$ cat src/rtl/decode_ctrl_pipe.sv
// RV32 decode stage: combinational decode of the fetched instruction, captured
// into an output register with a 1-entry skid buffer behind a valid/ready
// handshake. Also produces illegal/M-extension flags and a saturating
// illegal-instruction counter.

package rv32i_types;

  typedef enum logic [6:0] {
    op_lui   = 7'b0110111,
    op_auipc = 7'b0010111,
    op_jal   = 7'b1101111,
    op_jalr  = 7'b1100111,
    op_br    = 7'b1100011,
    op_load  = 7'b0000011,
    op_store = 7'b0100011,
    op_imm   = 7'b0010011,
    op_reg   = 7'b0110011,
    op_csr   = 7'b1110011
  } rv32i_opcode;

  // Chosen so that funct3 maps straight onto the ALU op for add/sll/xor/srl/or/and.
  typedef enum logic [2:0] {
    alu_add = 3'b000,
    alu_sll = 3'b001,
    alu_sra = 3'b010,
    alu_sub = 3'b011,
    alu_xor = 3'b100,
    alu_srl = 3'b101,
    alu_or  = 3'b110,
    alu_and = 3'b111
  } alu_ops;

  typedef enum logic [2:0] {
    beq  = 3'b000,
    bne  = 3'b001,
    blt  = 3'b100,
    bge  = 3'b101,
    bltu = 3'b110,
    bgeu = 3'b111
  } branch_funct3_t;

  typedef enum logic {
    a1_rs1 = 1'b0,
    a1_pc  = 1'b1
  } alumux1_sel_t;

  typedef enum logic [2:0] {
    a2_i_imm = 3'd0,
    a2_u_imm = 3'd1,
    a2_b_imm = 3'd2,
    a2_s_imm = 3'd3,
    a2_j_imm = 3'd4,
    a2_rs2   = 3'd5
  } alumux2_sel_t;

  // rfm_ext: result supplied outside the ALU (mul/div unit, CSR file).
  typedef enum logic [3:0] {
    rfm_ext      = 4'd0,
    rfm_br_en    = 4'd1,
    rfm_alu_out  = 4'd2,
    rfm_u_imm    = 4'd3,
    rfm_pc_plus4 = 4'd4,
    rfm_mdr      = 4'd5
  } regfilemux_sel_t;

  typedef enum logic {
    mar_pc  = 1'b0,
    mar_alu = 1'b1
  } marmux_sel_t;

  typedef enum logic {
    cmp_rs2 = 1'b0,
    cmp_imm = 1'b1
  } cmpmux_sel_t;

  typedef struct packed {
    logic [6:0]      opcode;
    alu_ops          aluop;
    branch_funct3_t  cmp_op;
    alumux1_sel_t    alumux1_sel;
    alumux2_sel_t    alumux2_sel;
    regfilemux_sel_t regfilemux_sel;
    marmux_sel_t     marmux_sel;
    cmpmux_sel_t     cmpmux_sel;
    logic            load_regfile;
    logic            mem_read;
    logic            mem_write;
    logic [3:0]      mem_byte_enable;
    logic            is_branch;
    logic [2:0]      mdr_sel;
  } rv32i_control_word;

endpackage

module decode_ctrl_pipe
  import rv32i_types::*;
#(
  parameter int unsigned XLEN       = 32,
  parameter bit          ENABLE_M   = 1'b1,
  parameter bit          ENABLE_CSR = 1'b1,
  parameter int unsigned CNT_W      = 16
) (
  input  logic              clk,
  input  logic              rst_n,
  input  logic              flush,
  input  logic              in_valid,
  output logic              in_ready,
  input  logic [31:0]       in_instr,
  input  logic [XLEN-1:0]   in_pc,
  output logic              out_valid,
  input  logic              out_ready,
  output rv32i_control_word out_ctrl,
  output logic [31:0]       out_instr,
  output logic [XLEN-1:0]   out_pc,
  output logic              out_illegal,
  output logic              out_muldiv,
  output logic [2:0]        out_muldiv_op,
  output logic [CNT_W-1:0]  illegal_cnt
);

  typedef struct packed {
    rv32i_control_word ctrl;
    logic [31:0]       instr;
    logic [XLEN-1:0]   pc;
    logic              illegal;
    logic              muldiv;
    logic [2:0]        muldiv_op;
  } entry_t;

  typedef enum logic [1:0] {
    EMPTY = 2'd0,
    ONE   = 2'd1,
    FULL  = 2'd2
  } state_e;

  state_e           state_q, state_d;
  logic             in_ready_q, in_ready_d;
  logic             out_valid_q, out_valid_d;
  entry_t           out_q, out_d;
  entry_t           skid_q, skid_d;
  logic [CNT_W-1:0] cnt_q, cnt_d;
  entry_t           dec;
  logic             accept, consume;
  logic [2:0]       funct3;
  logic [6:0]       funct7;

  assign funct3  = in_instr[14:12];
  assign funct7  = in_instr[31:25];
  assign accept  = in_valid & in_ready_q;
  assign consume = out_valid_q & out_ready;

  // Combinational decode of the incoming instruction into a full entry.
  always_comb begin
    dec                      = '0;
    dec.instr                = in_instr;
    dec.pc                   = in_pc;
    dec.ctrl.opcode          = in_instr[6:0];
    dec.ctrl.aluop           = alu_add;
    dec.ctrl.cmp_op          = beq;
    dec.ctrl.mem_byte_enable = '1;
    case (in_instr[6:0])
      op_lui: begin
        dec.ctrl.load_regfile   = 1'b1;
        dec.ctrl.regfilemux_sel = rfm_u_imm;
      end
      op_auipc: begin
        dec.ctrl.alumux1_sel    = a1_pc;
        dec.ctrl.alumux2_sel    = a2_u_imm;
        dec.ctrl.load_regfile   = 1'b1;
        dec.ctrl.regfilemux_sel = rfm_alu_out;
      end
      op_jal: begin
        dec.ctrl.alumux1_sel    = a1_pc;
        dec.ctrl.alumux2_sel    = a2_j_imm;
        dec.ctrl.load_regfile   = 1'b1;
        dec.ctrl.regfilemux_sel = rfm_pc_plus4;
        dec.ctrl.is_branch      = 1'b1;
      end
      op_jalr: begin
        dec.ctrl.alumux2_sel    = a2_i_imm;
        dec.ctrl.load_regfile   = 1'b1;
        dec.ctrl.regfilemux_sel = rfm_pc_plus4;
        dec.ctrl.is_branch      = 1'b1;
        if (funct3 != 3'b000) dec.illegal = 1'b1;
      end
      op_br: begin
        dec.ctrl.alumux1_sel = a1_pc;
        dec.ctrl.alumux2_sel = a2_b_imm;
        dec.ctrl.cmp_op      = branch_funct3_t'(funct3);
        dec.ctrl.is_branch   = 1'b1;
        if (funct3 == 3'b010 || funct3 == 3'b011) dec.illegal = 1'b1;
      end
      op_load: begin
        dec.ctrl.alumux2_sel    = a2_i_imm;
        dec.ctrl.marmux_sel     = mar_alu;
        dec.ctrl.mem_read       = 1'b1;
        dec.ctrl.load_regfile   = 1'b1;
        dec.ctrl.regfilemux_sel = rfm_mdr;
        dec.ctrl.mdr_sel        = funct3;
        if (funct3 == 3'b011 || funct3 == 3'b110 || funct3 == 3'b111) dec.illegal = 1'b1;
      end
      op_store: begin
        dec.ctrl.alumux2_sel = a2_s_imm;
        dec.ctrl.marmux_sel  = mar_alu;
        dec.ctrl.mem_write   = 1'b1;
        case (funct3)
          3'b000:  dec.ctrl.mem_byte_enable = 4'b0001;
          3'b001:  dec.ctrl.mem_byte_enable = 4'b0011;
          3'b010:  dec.ctrl.mem_byte_enable = 4'b1111;
          default: dec.illegal = 1'b1;
        endcase
      end
      op_imm: begin
        dec.ctrl.alumux2_sel    = a2_i_imm;
        dec.ctrl.load_regfile   = 1'b1;
        dec.ctrl.regfilemux_sel = rfm_alu_out;
        case (funct3)
          3'b010: begin
            dec.ctrl.cmp_op         = blt;
            dec.ctrl.cmpmux_sel     = cmp_imm;
            dec.ctrl.regfilemux_sel = rfm_br_en;
          end
          3'b011: begin
            dec.ctrl.cmp_op         = bltu;
            dec.ctrl.cmpmux_sel     = cmp_imm;
            dec.ctrl.regfilemux_sel = rfm_br_en;
          end
          3'b001: begin
            dec.ctrl.aluop = alu_sll;
            if (funct7 != 7'h00) dec.illegal = 1'b1;
          end
          3'b101: begin
            if (funct7 == 7'h00)      dec.ctrl.aluop = alu_srl;
            else if (funct7 == 7'h20) dec.ctrl.aluop = alu_sra;
            else                      dec.illegal    = 1'b1;
          end
          default: dec.ctrl.aluop = alu_ops'(funct3);
        endcase
      end
      op_reg: begin
        dec.ctrl.alumux2_sel    = a2_rs2;
        dec.ctrl.load_regfile   = 1'b1;
        dec.ctrl.regfilemux_sel = rfm_alu_out;
        case (funct7)
          7'h00: begin
            if (funct3 == 3'b010) begin
              dec.ctrl.cmp_op         = blt;
              dec.ctrl.regfilemux_sel = rfm_br_en;
            end else if (funct3 == 3'b011) begin
              dec.ctrl.cmp_op         = bltu;
              dec.ctrl.regfilemux_sel = rfm_br_en;
            end else begin
              dec.ctrl.aluop = alu_ops'(funct3);
            end
          end
          7'h20: begin
            if (funct3 == 3'b000)      dec.ctrl.aluop = alu_sub;
            else if (funct3 == 3'b101) dec.ctrl.aluop = alu_sra;
            else                       dec.illegal    = 1'b1;
          end
          7'h01: begin
            if (ENABLE_M) begin
              dec.ctrl.regfilemux_sel = rfm_ext;
              dec.muldiv              = 1'b1;
              dec.muldiv_op           = funct3;
            end else begin
              dec.illegal = 1'b1;
            end
          end
          default: dec.illegal = 1'b1;
        endcase
      end
      op_csr: begin
        dec.ctrl.load_regfile   = 1'b1;
        dec.ctrl.regfilemux_sel = rfm_ext;
        if (!ENABLE_CSR) dec.illegal = 1'b1;
      end
      default: dec.illegal = 1'b1;
    endcase
    // Illegal instructions carry only their opcode so nothing downstream acts on them.
    if (dec.illegal) begin
      dec.ctrl        = '0;
      dec.ctrl.opcode = in_instr[6:0];
      dec.muldiv      = 1'b0;
      dec.muldiv_op   = '0;
    end
  end

  // Handshake FSM next state, output/skid register loads and illegal counter.
  always_comb begin
    state_d = state_q;
    out_d   = out_q;
    skid_d  = skid_q;
    cnt_d   = cnt_q;
    if (consume && out_q.illegal && cnt_q != '1) cnt_d = cnt_q + 1'b1;
    if (flush) begin
      state_d = EMPTY;
      out_d   = '0;
      skid_d  = '0;
    end else begin
      case (state_q)
        EMPTY: begin
          if (accept) begin
            out_d   = dec;
            state_d = ONE;
          end
        end
        ONE: begin
          if (accept && consume) begin
            out_d = dec;
          end else if (accept) begin
            skid_d  = dec;
            state_d = FULL;
          end else if (consume) begin
            state_d = EMPTY;
          end
        end
        FULL: begin
          if (consume) begin
            out_d   = skid_q;
            state_d = ONE;
          end
        end
        default: state_d = EMPTY;
      endcase
    end
    in_ready_d  = (state_d != FULL);
    out_valid_d = (state_d != EMPTY);
  end

  // State and datapath registers.
  always_ff @(posedge clk or negedge rst_n) begin
    if (!rst_n) begin
      state_q     <= EMPTY;
      in_ready_q  <= 1'b1;
      out_valid_q <= 1'b0;
      out_q       <= '0;
      skid_q      <= '0;
      cnt_q       <= '0;
    end else begin
      state_q     <= state_d;
      in_ready_q  <= in_ready_d;
      out_valid_q <= out_valid_d;
      out_q       <= out_d;
      skid_q      <= skid_d;
      cnt_q       <= cnt_d;
    end
  end

  assign in_ready      = in_ready_q;
  assign out_valid     = out_valid_q;
  assign out_ctrl      = out_q.ctrl;
  assign out_instr     = out_q.instr;
  assign out_pc        = out_q.pc;
  assign out_illegal   = out_q.illegal;
  assign out_muldiv    = out_q.muldiv;
  assign out_muldiv_op = out_q.muldiv_op;
  assign illegal_cnt   = cnt_q;

endmodule

$ cat config.mk
export PLATFORM = sky130hd
export DESIGN_NAME = decode_ctrl_pipe
export DESIGN_NICKNAME = d
export VERILOG_FILES = /design/src/rtl/decode_ctrl_pipe.sv
export SDC_FILE = /design/constraint.sdc
export NUM_CORES = 1
export LEC_CHECK = 0
export ABC_AREA = 1
export BUFFER_PORTS_ARGS = -buffer_cell sky130_fd_sc_hd__buf_2
export CAP_MARGIN = 20
export CORE_MARGIN = 1.5
export CORE_UTILIZATION = 35
export DETAILED_ROUTE_END_ITERATION = 8
export MAX_ROUTING_LAYER = met4
export PLACE_DENSITY = 0.59
export REMOVE_ABC_BUFFERS = 1
export SYNTH_ARGS = -nofsm -noshare
export SYNTH_HDL_FRONTEND = slang
export SYNTH_SLANG_ARGS = --single-unit
$ cat constraint.sdc
create_clock -name clk -period 3.6 [get_ports clk]
set_clock_uncertainty 0.15 [all_clocks]
set_input_delay 0.18 -clock clk [delete_from_list [all_inputs] [get_ports clk]]
set_output_delay 0.18 -clock clk [all_outputs]
set_load 0.05 [all_outputs]
==> flow_summary_export.csv, run 1 <==
group,metric,value,unit
grt,first_global_vias,7828,
power,p_int,4470,uW
clock_network,cts_max_path_buffers,3,
clock_network,tritoncts.num_buffers,24,
sta,rsz0062_at_grt,"false",
worst_setup_path,endpoint_kind,"flop",
clock_network,cts_htree_levels,1,
synthesis,synth_seq_area_share,0.545,
synthesis,asyncSetResetFlopFracSynth,1.00,
power,power_switching_share,0.315,
grt,antenna_found_initial,0,
floorplanning,die-height,168,um
synthesis,syn-instance-count,1063,
job,cap_viol_max_count,0,
layout,share_of_cells_above_drive_strength_1,0.225,
sta,max_clock_freq,432,MHz
worst_setup_path,setup.worst_path.end,"out_muldiv_op[2]",
worst_setup_path,timing.reg2reg.worst_path_depth,6,
routing,via_count,7918,
worst_setup_path,worst_path_largest_cell_delay,500,ps
layout,final_design_area_no_fill,12300,um^2
worst_setup_path,critical_path.cell_chain,"o21ai_1, nand3_1, nand2_1, clkinv_2, buf_4, a32o_1",
layout,multi_input_comb_area,3690,um^2
routing,drt-initial-drc-count,415,
worst_setup_path,cp_data_arrival_time,2570,ps
grt,grt.total_usage,0.185,
layout,final-seq-area,5210,um^2
worst_setup_path,r2r-start,"state_q[0]",
layout,final.fill_count,2606,
floorplanning,std_cell_rows,60,
worst_setup_path,worst-path-max-fanout,71,
power,power.share.clock,0.400,
sta,setup-tns-final,0,ps
synthesis,yosys.area.top_type,"dfrtp_1",
place,place_hpwl,15700,um
place,final_gp_congestion,0.866,
power,comb_power_share,0.200,
floorplanning,top_level_ports,190,
worst_setup_path,r2r_end,"out_muldiv_op[2]",
outcome,outcome,"complete, no violations",
routing,drt-pass1-iter-count,4,
routing,wl_per_cell,15.4,um
synthesis,postSynthRegisterBits,208,
sta,max_slew_margin,0.467,
synthesis,postSynth.topFlopCell,"dfrtp_1",
power,power.total,6530,uW
worst_setup_path,start_kind,"flop",
synthesis,synth-edff-count,0,
worst_setup_path,category_of_the_most_critical_setup_path,"flop to flop",
place,numPortBuffers,188,
clock_network,post_cts_resized,0,
clock_network,cts_setup_buffers,0,
worst_setup_path,critical_path_buf_inv_count,2,
clock_network,clock_network_latency_to_the_later_pin_of_the_worst_skew_pair,510,ps
worst_setup_path,ff2ff_setup_slack,1280,ps
power,vdd_ir_drop_max,0.357,mV
worst_setup_path,worst_path_max_delay_cell,"buf_4",
clock_network,clk_transition_reported_paths,60,ps
routing,drc_errors,0,
floorplanning,core_area,26900,um^2
power,powerDensity,533,nW/um^2
worst_setup_path,worst-path-stages,6,
sta,period_utilization_post_route,0.644,
worst_setup_path,cp-startpoint,"state_q[0]",
routing,via_per_inst,4.80,
floorplanning,initial_utilization,0.356,
worst_setup_path,required,3850,ps
layout,antennaDiodeCount,0,
grt,wire_length_of_the_first_global_routing_pass,41500,um
synthesis,syn_std_cell_area,9560,um^2
synthesis,avgSynthCellArea,8.99,um^2
clock_network,hold_buffers,69,
synthesis,ys_warn_count,0,
floorplanning,chipWidth,168,um
worst_setup_path,cp_top_delay_family,"buffers and inverters",
place,place_area,10700,um^2
clock_network,clock-root-buffer,"clkbuf_16",
synthesis,ys_top_cells_by_area,"dfrtp_1, nand2_1, o21ai_0",
grt,grt_max_degree,105,
power,power.net_switching,2060,uW
routing,wl,25400,um
sta,final_period_minus_worst_setup_slack,2320,ps
sta,timing.final.setup_violations,0,
layout,areaGrowthSynthToFinish,28.3,%
grt,grt_remaining_overflow,0,
synthesis,netlist-cell-type-count,43,
hold_path,min_path_type,"input port to async pin",
floorplanning,fp.dieArea,28300,um^2
clock_network,tritoncts,"yes",
sta,worst-slew-pin-transition,799,ps
synthesis,synth_top_cell_area_share,0.542,
routing,ant_nets,0,
sta,final-hold-violation-count,0,
layout,num-nets-final,1363,
clock_network,cts.sinks,208,
sta,timing_max_transition_violations_final,0,
power,power.sequential.fraction,0.401,
power,leakage,0.00608,uW
## cells by family (layout without fill, tap and decap cells)
logic type,count (synthesis),in the layout,synth area share
and+or+nand+nor,426,426,0.194
AOI/OAI and AO/OA,229,229,0.143
DFF,208,208,0.545
buffers and inverters,151,398,0.0699
muxes,32,32,0.0335
xor gates and xnor gates,15,15,0.0137
adders and majority gates,1,1,0.00131
other,1,1,0.000392
## worst register-to-register path, delay by kind of cell, from the launching register on
| family | cells | cell delay (ps) |
|---|---|---|
| compound gates | 2 | 590 |
| flops | 1 | 430 |
| buf+inv | 2 | 810 |
| simple gates | 2 | 220 |
## per-layer routing
metal  track usage  routed length [um]  vias up
met5             -                   0        -
met4        0.0307                 267        0
met3        0.0317                1340       24
met2         0.299               11600      185
met1         0.249               12200     3776
li1              -                   -     3933
## area by class of cell
| class | count | area share |
|---|---|---|
| flip-flops and latches | 208 | 0.425 |
| clock buffers | 35 | 0.0572 |
| well taps | 341 | 0.0348 |
| repair buffers | 267 | 0.142 |
| clock inverters | 8 | 0.0126 |
| multi-input cells | 704 | 0.301 |
| inverters | 88 | 0.0274 |
## sequential cells by signal (all words and copies together) (netlist names)
signal         count
illegal_cnt       16
skid_q            94
out_instr         26
state_q            2
out_muldiv_op      3
out_muldiv         1
in_ready           1
out_valid          1
out_ctrl          31
out_illegal        1
out_pc            32
## worst min path at each step
stage | startpoint | end | slack, ps | depth (start not counted)
floorplan | rst_n | illegal_cnt[0] | -270 | 0
global placement | rst_n | out_pc[23] | 100 | 1
detailed placement | rst_n | out_pc[23] | 100 | 1
CTS | rst_n | out_pc[24] | 150 | 2
global route | rst_n | out_pc[23] | 180 | 2
finish | rst_n | out_pc[23] | 120 | 2
## synth_stat cells (7+ instances only)
cell and number:
a22o_1 36, o21ai_0 144, xnor2_1 7, nor2_4 8, buf_2 16, o22ai_1 14
nand3_1 42, xor2_1 8, nand2_1 298, inv_2 8, a21oi_1 9, inv_1 77
clkbuf_1 28, nand2_2 8, mux2i_1 32, nor2_2 9, dfrtp_1 207, o21ai_2 11
nor2_1 45, buf_4 12
## layout by cell type (no fill, tap or decap), types with 8 or more instances in the layout
cell	synthesis	layout
dlygate4sd3_1	0	69
nor2_4	8	10
dfrtp_1	207	207
xor2_1	8	8
inv_1	77	76
a21oi_1	9	9
nand2_2	8	9
o22ai_1	14	14
buf_2	16	187
o21ai_2	11	11
inv_2	8	8
clkbuf_16	0	24
a22o_1	36	36
nand3_1	42	42
nor2_1	45	45
mux2i_1	32	32
buf_4	12	8
o21ai_0	144	144
nand2_1	298	297
## stage by stage
step | hold slack [ps] | instances | util | setup WS (ps)
5_1_grt | 182 | 1651 | 0.456 | 1010
4_1_cts | 147 | 1650 | 0.455 | 1200
3_5_place_dp | 98.0 | 1538 | 0.398 | 1230
2_1_floorplan | -266 | 1000 | - | -1000
3_3_place_gp | 101 | 1538 | 0.398 | 1260
6_report | 118 | 1651 | 0.456 | 1280
## power by group through the flow
stage          logic, uW  registers [uW]  clock network [uW]
6_report            1300            2620                2610
2_1_floorplan        357            3140                   0
3_3_place_gp        1240            2650                   0
4_1_cts             1310            2620                2690
3_5_place_dp        1250            2660                   0
5_1_grt             1410            2640                2780
Power figures use the tool's default switching activity.
==> inputs of run 2 (changes only) <==
- ABC_AREA: 1 -> 0
- PLACE_DENSITY: 0.59 -> 0.61
- clock period: 3.6 -> 2 ns (I/O delays scaled with it)
==> flow_summary_export.csv, run 2 <==
group,metric,value,unit
sta,worst-slew-pin-transition,653,ps
synthesis,avgSynthCellArea,8.83,um^2
clock_network,cts_htree_levels,1,
floorplanning,chipWidth,169,um
synthesis,synth_top_cell_area_share,0.535,
worst_setup_path,crit_path_frequent_cell,"or4_4",
floorplanning,top_level_ports,190,
worst_setup_path,worst-path-max-fanout,7,
layout,multi_input_comb_area,4280,um^2
routing,via_count,9384,
worst_setup_path,cp_top_delay_family,"simple AND/OR/NAND/NOR gates",
grt,grt_remaining_overflow,0,
clock_network,cts.sinks,208,
routing,drc_errors,0,
grt,wire_length_of_the_first_global_routing_pass,46200,um
routing,wl_per_cell,17.7,um
worst_setup_path,required,2290,ps
place,dp.cells,1632,
floorplanning,core_area,27000,um^2
synthesis,synth_seq_area_share,0.538,
worst_setup_path,endpoint_kind,"flop",
layout,antennaDiodeCount,0,
layout,final-seq-area,5210,um^2
synthesis,netlist-cell-type-count,62,
worst_setup_path,category_of_the_most_critical_setup_path,"input port to flop",
layout,share_of_cells_above_drive_strength_1,0.297,
floorplanning,fp.dieArea,28700,um^2
layout,areaGrowthSynthToFinish,43.9,%
sta,final_period_minus_worst_setup_slack,2030,ps
worst_setup_path,critical_path_buf_inv_count,2,
worst_setup_path,start_kind,"input port",
outcome,outcome,"finished, violations left",
hold_path,min_from,"in_instr[5]",
clock_network,clk_transition_reported_paths,60,ps
clock_network,cts_max_path_buffers,3,
synthesis,syn_std_cell_area,9690,um^2
clock_network,clock-root-buffer,"clkbuf_16",
routing,drt-initial-drc-count,787,
synthesis,synth-edff-count,0,
sta,setup-tns-final,-28.9,ps
sta,timing_max_transition_violations_final,0,
routing,drt-pass1-iter-count,5,
synthesis,ys_warn_count,0,
power,leakage,0.00650,uW
layout,layout.cells.most_common_list,"nand2_1, dfrtp_1, buf_2",
layout,final.fill_count,2492,
sta,final-hold-violation-count,0,
routing,via_per_inst,5.25,
worst_setup_path,r2r-start,"in_ready",
layout,num-nets-final,1497,
sta,rsz0062_at_grt,"true",
sta,setup_ws,-28.2,ps
job,cap_viol_max_count,0,
synthesis,ys_top_cells_by_area,"dfrtp_1, nand2_1, a311oi_1",
grt,grt.total_usage,0.206,
place,place_hpwl,18500,um
clock_network,clock_network_latency_to_the_later_pin_of_the_worst_skew_pair,530,ps
place,numPortBuffers,188,
floorplanning,std_cell_rows,60,
grt,first_global_vias,8611,
layout,post_layout_nonfiller_instances,1787,
synthesis,postSynth.topFlopCell,"dfrtp_1",
worst_setup_path,worst_path_max_delay_cell,"or4_4",
clock_network,tritoncts.num_buffers,25,
synthesis,asyncSetResetFlopFracSynth,1.00,
sta,timing.final.setup_violations,2,
floorplanning,die-height,169,um
sta,max_clock_freq,493,MHz
synthesis,synth.cells.most_frequent,"nand2_1, dfrtp_1, nor2_1, a21oi_1, clkbuf_1",
worst_setup_path,critical_path.cell_chain,"buf_6, or3_4, or4_4, a31oi_4, inv_2, or4_4, o31ai_4",
grt,grt_max_degree,110,
place,preCtsSetupSlack,-672,ps
routing,wl,31600,um
outcome,violations,"setup timing",
layout,number_of_flip_flops_in_the_largest_register,94,
power,powerDensity,879,nW/um^2
place,final_gp_congestion,0.883,
synthesis,yosys.area.top_type,"dfrtp_1",
sta,period_utilization_post_route,1.01,
synthesis,syn-instance-count,1097,
synthesis,postSynthRegisterBits,208,
worst_setup_path,cp_data_arrival_time,2320,ps
worst_setup_path,cp-startpoint,"in_instr[25]",
synthesis,yosys.cell_count.top_type,"nand2_1",
floorplanning,initial_utilization,0.358,
clock_network,tritoncts,"yes",
layout,largest_register,"skid_q",
hold_path,min_path_type,"input port to flop",
grt,antenna_found_initial,0,
worst_setup_path,worst_path_largest_cell_delay,620,ps
layout,layout.cells.most_common,"nand2_1",
sta,max_slew_margin,0.564,
routing,ant_nets,0,
power,vdd_ir_drop_max,0.509,mV
## run 2: cell types whose count changed in the layout (fill, tap and decap cells not counted), moves of 24 or more
cell / before / now
a21oi_1: 9 / 92
a22o_1: 36 / 1
a311oi_1: 0 / 60
buf_4: 8 / 104
inv_1: 76 / 8
mux2i_1: 32 / 0
nand2_1: 297 / 321
nor2_1: 45 / 85
o21ai_0: 144 / 17
## run 2: logic make-up (layout without fill, tap and decap cells)
logic type / Yosys count / count (layout) / share of synthesized area
adder cells (fa/ha/maj): 1 / 1 / 0.00129
multiplexers: 2 / 2 / 0.00233
AND/OR/NAND/NOR: 510 / 511 / 0.221
buffers and inverters: 107 / 455 / 0.0460
other: 1 / 1 / 0.000387
XOR/XNOR: 17 / 17 / 0.0154
flip-flops: 208 / 208 / 0.538
AO/OA/AOI/OAI: 251 / 251 / 0.176
## run 2: worst paths after layout
kind,endpoint,slack (ps),depth (start not counted)
worst max-delay path,skid_q[71],-30,7
worst min-delay path,skid_q[82],20,4
max in group asynchronous,skid_q[34],560,4
worst max register to register,out_ctrl[12],0,8
min in group asynchronous,out_ctrl[2],480,3
worst min register to register,skid_q[84],320,2
## run 2: worst reg2reg max path: stages, from the launching register on
cell and delay (ps):
dfstp_2 550, nand3b_1 140, a21oi_2 190, or2_4 190, buf_12 160, clkbuf_16 180
nand2_2 50, a31oi_1 160, nor3_1 80
## run 2: area by class of cell
cell class / count / area share
Clock inverter: 10 / 0.00611
Timing Repair Buffer: 400 / 0.229
Clock buffer: 36 / 0.0515
Multi-Input combinational cell: 783 / 0.307
Tap cell: 341 / 0.0306
Sequential cell: 208 / 0.374
Inverter: 9 / 0.00242
## run 2: layer usage
| layer | vias to the layer above | part of all wire | track usage |
|---|---|---|---|
| met2 | 299 | 0.47 | 0.329 |
| met1 | 4581 | 0.45 | 0.278 |
| met4 | 0 | 0.014 | 0.0489 |
| met3 | 42 | 0.059 | 0.0294 |
| met5 | - | 0 | - |
| li1 | 4462 | - | - |
## run 2: report_power, final
part	internal (uW)	switching [uW]	leakage, uW
Sequential	4500	188	0.00283
Clock	2620	1800	0.000398
Combinational	1070	2080	0.00328
Total	8180	4060	0.00650
## run 2: repair_timing
action / in CTS / in global routing
cloned: 2 / 12
pin swaps: 5 / 44
setup endpoints to repair: 108 / 176
endpoints found under the hold margin: 366 / 2
buffers inserted: 1 / 20
hold buffers: 73 / 1
resized for setup: 13 / 54
## run 2: through the flow
step / power, uW / area (um^2) / util / hold slack (ps)
CTS: 12000 / 13300 / 0.492 / -129
global placement: 7340 / 11600 / 0.431 / -75.7
floorplan: 6320 / 9270 / - / -346
detailed placement: 7370 / 11600 / 0.431 / -71.9
global route: 12700 / 13900 / 0.516 / 20.6
finish: 12200 / 13900 / 0.516 / 19.0
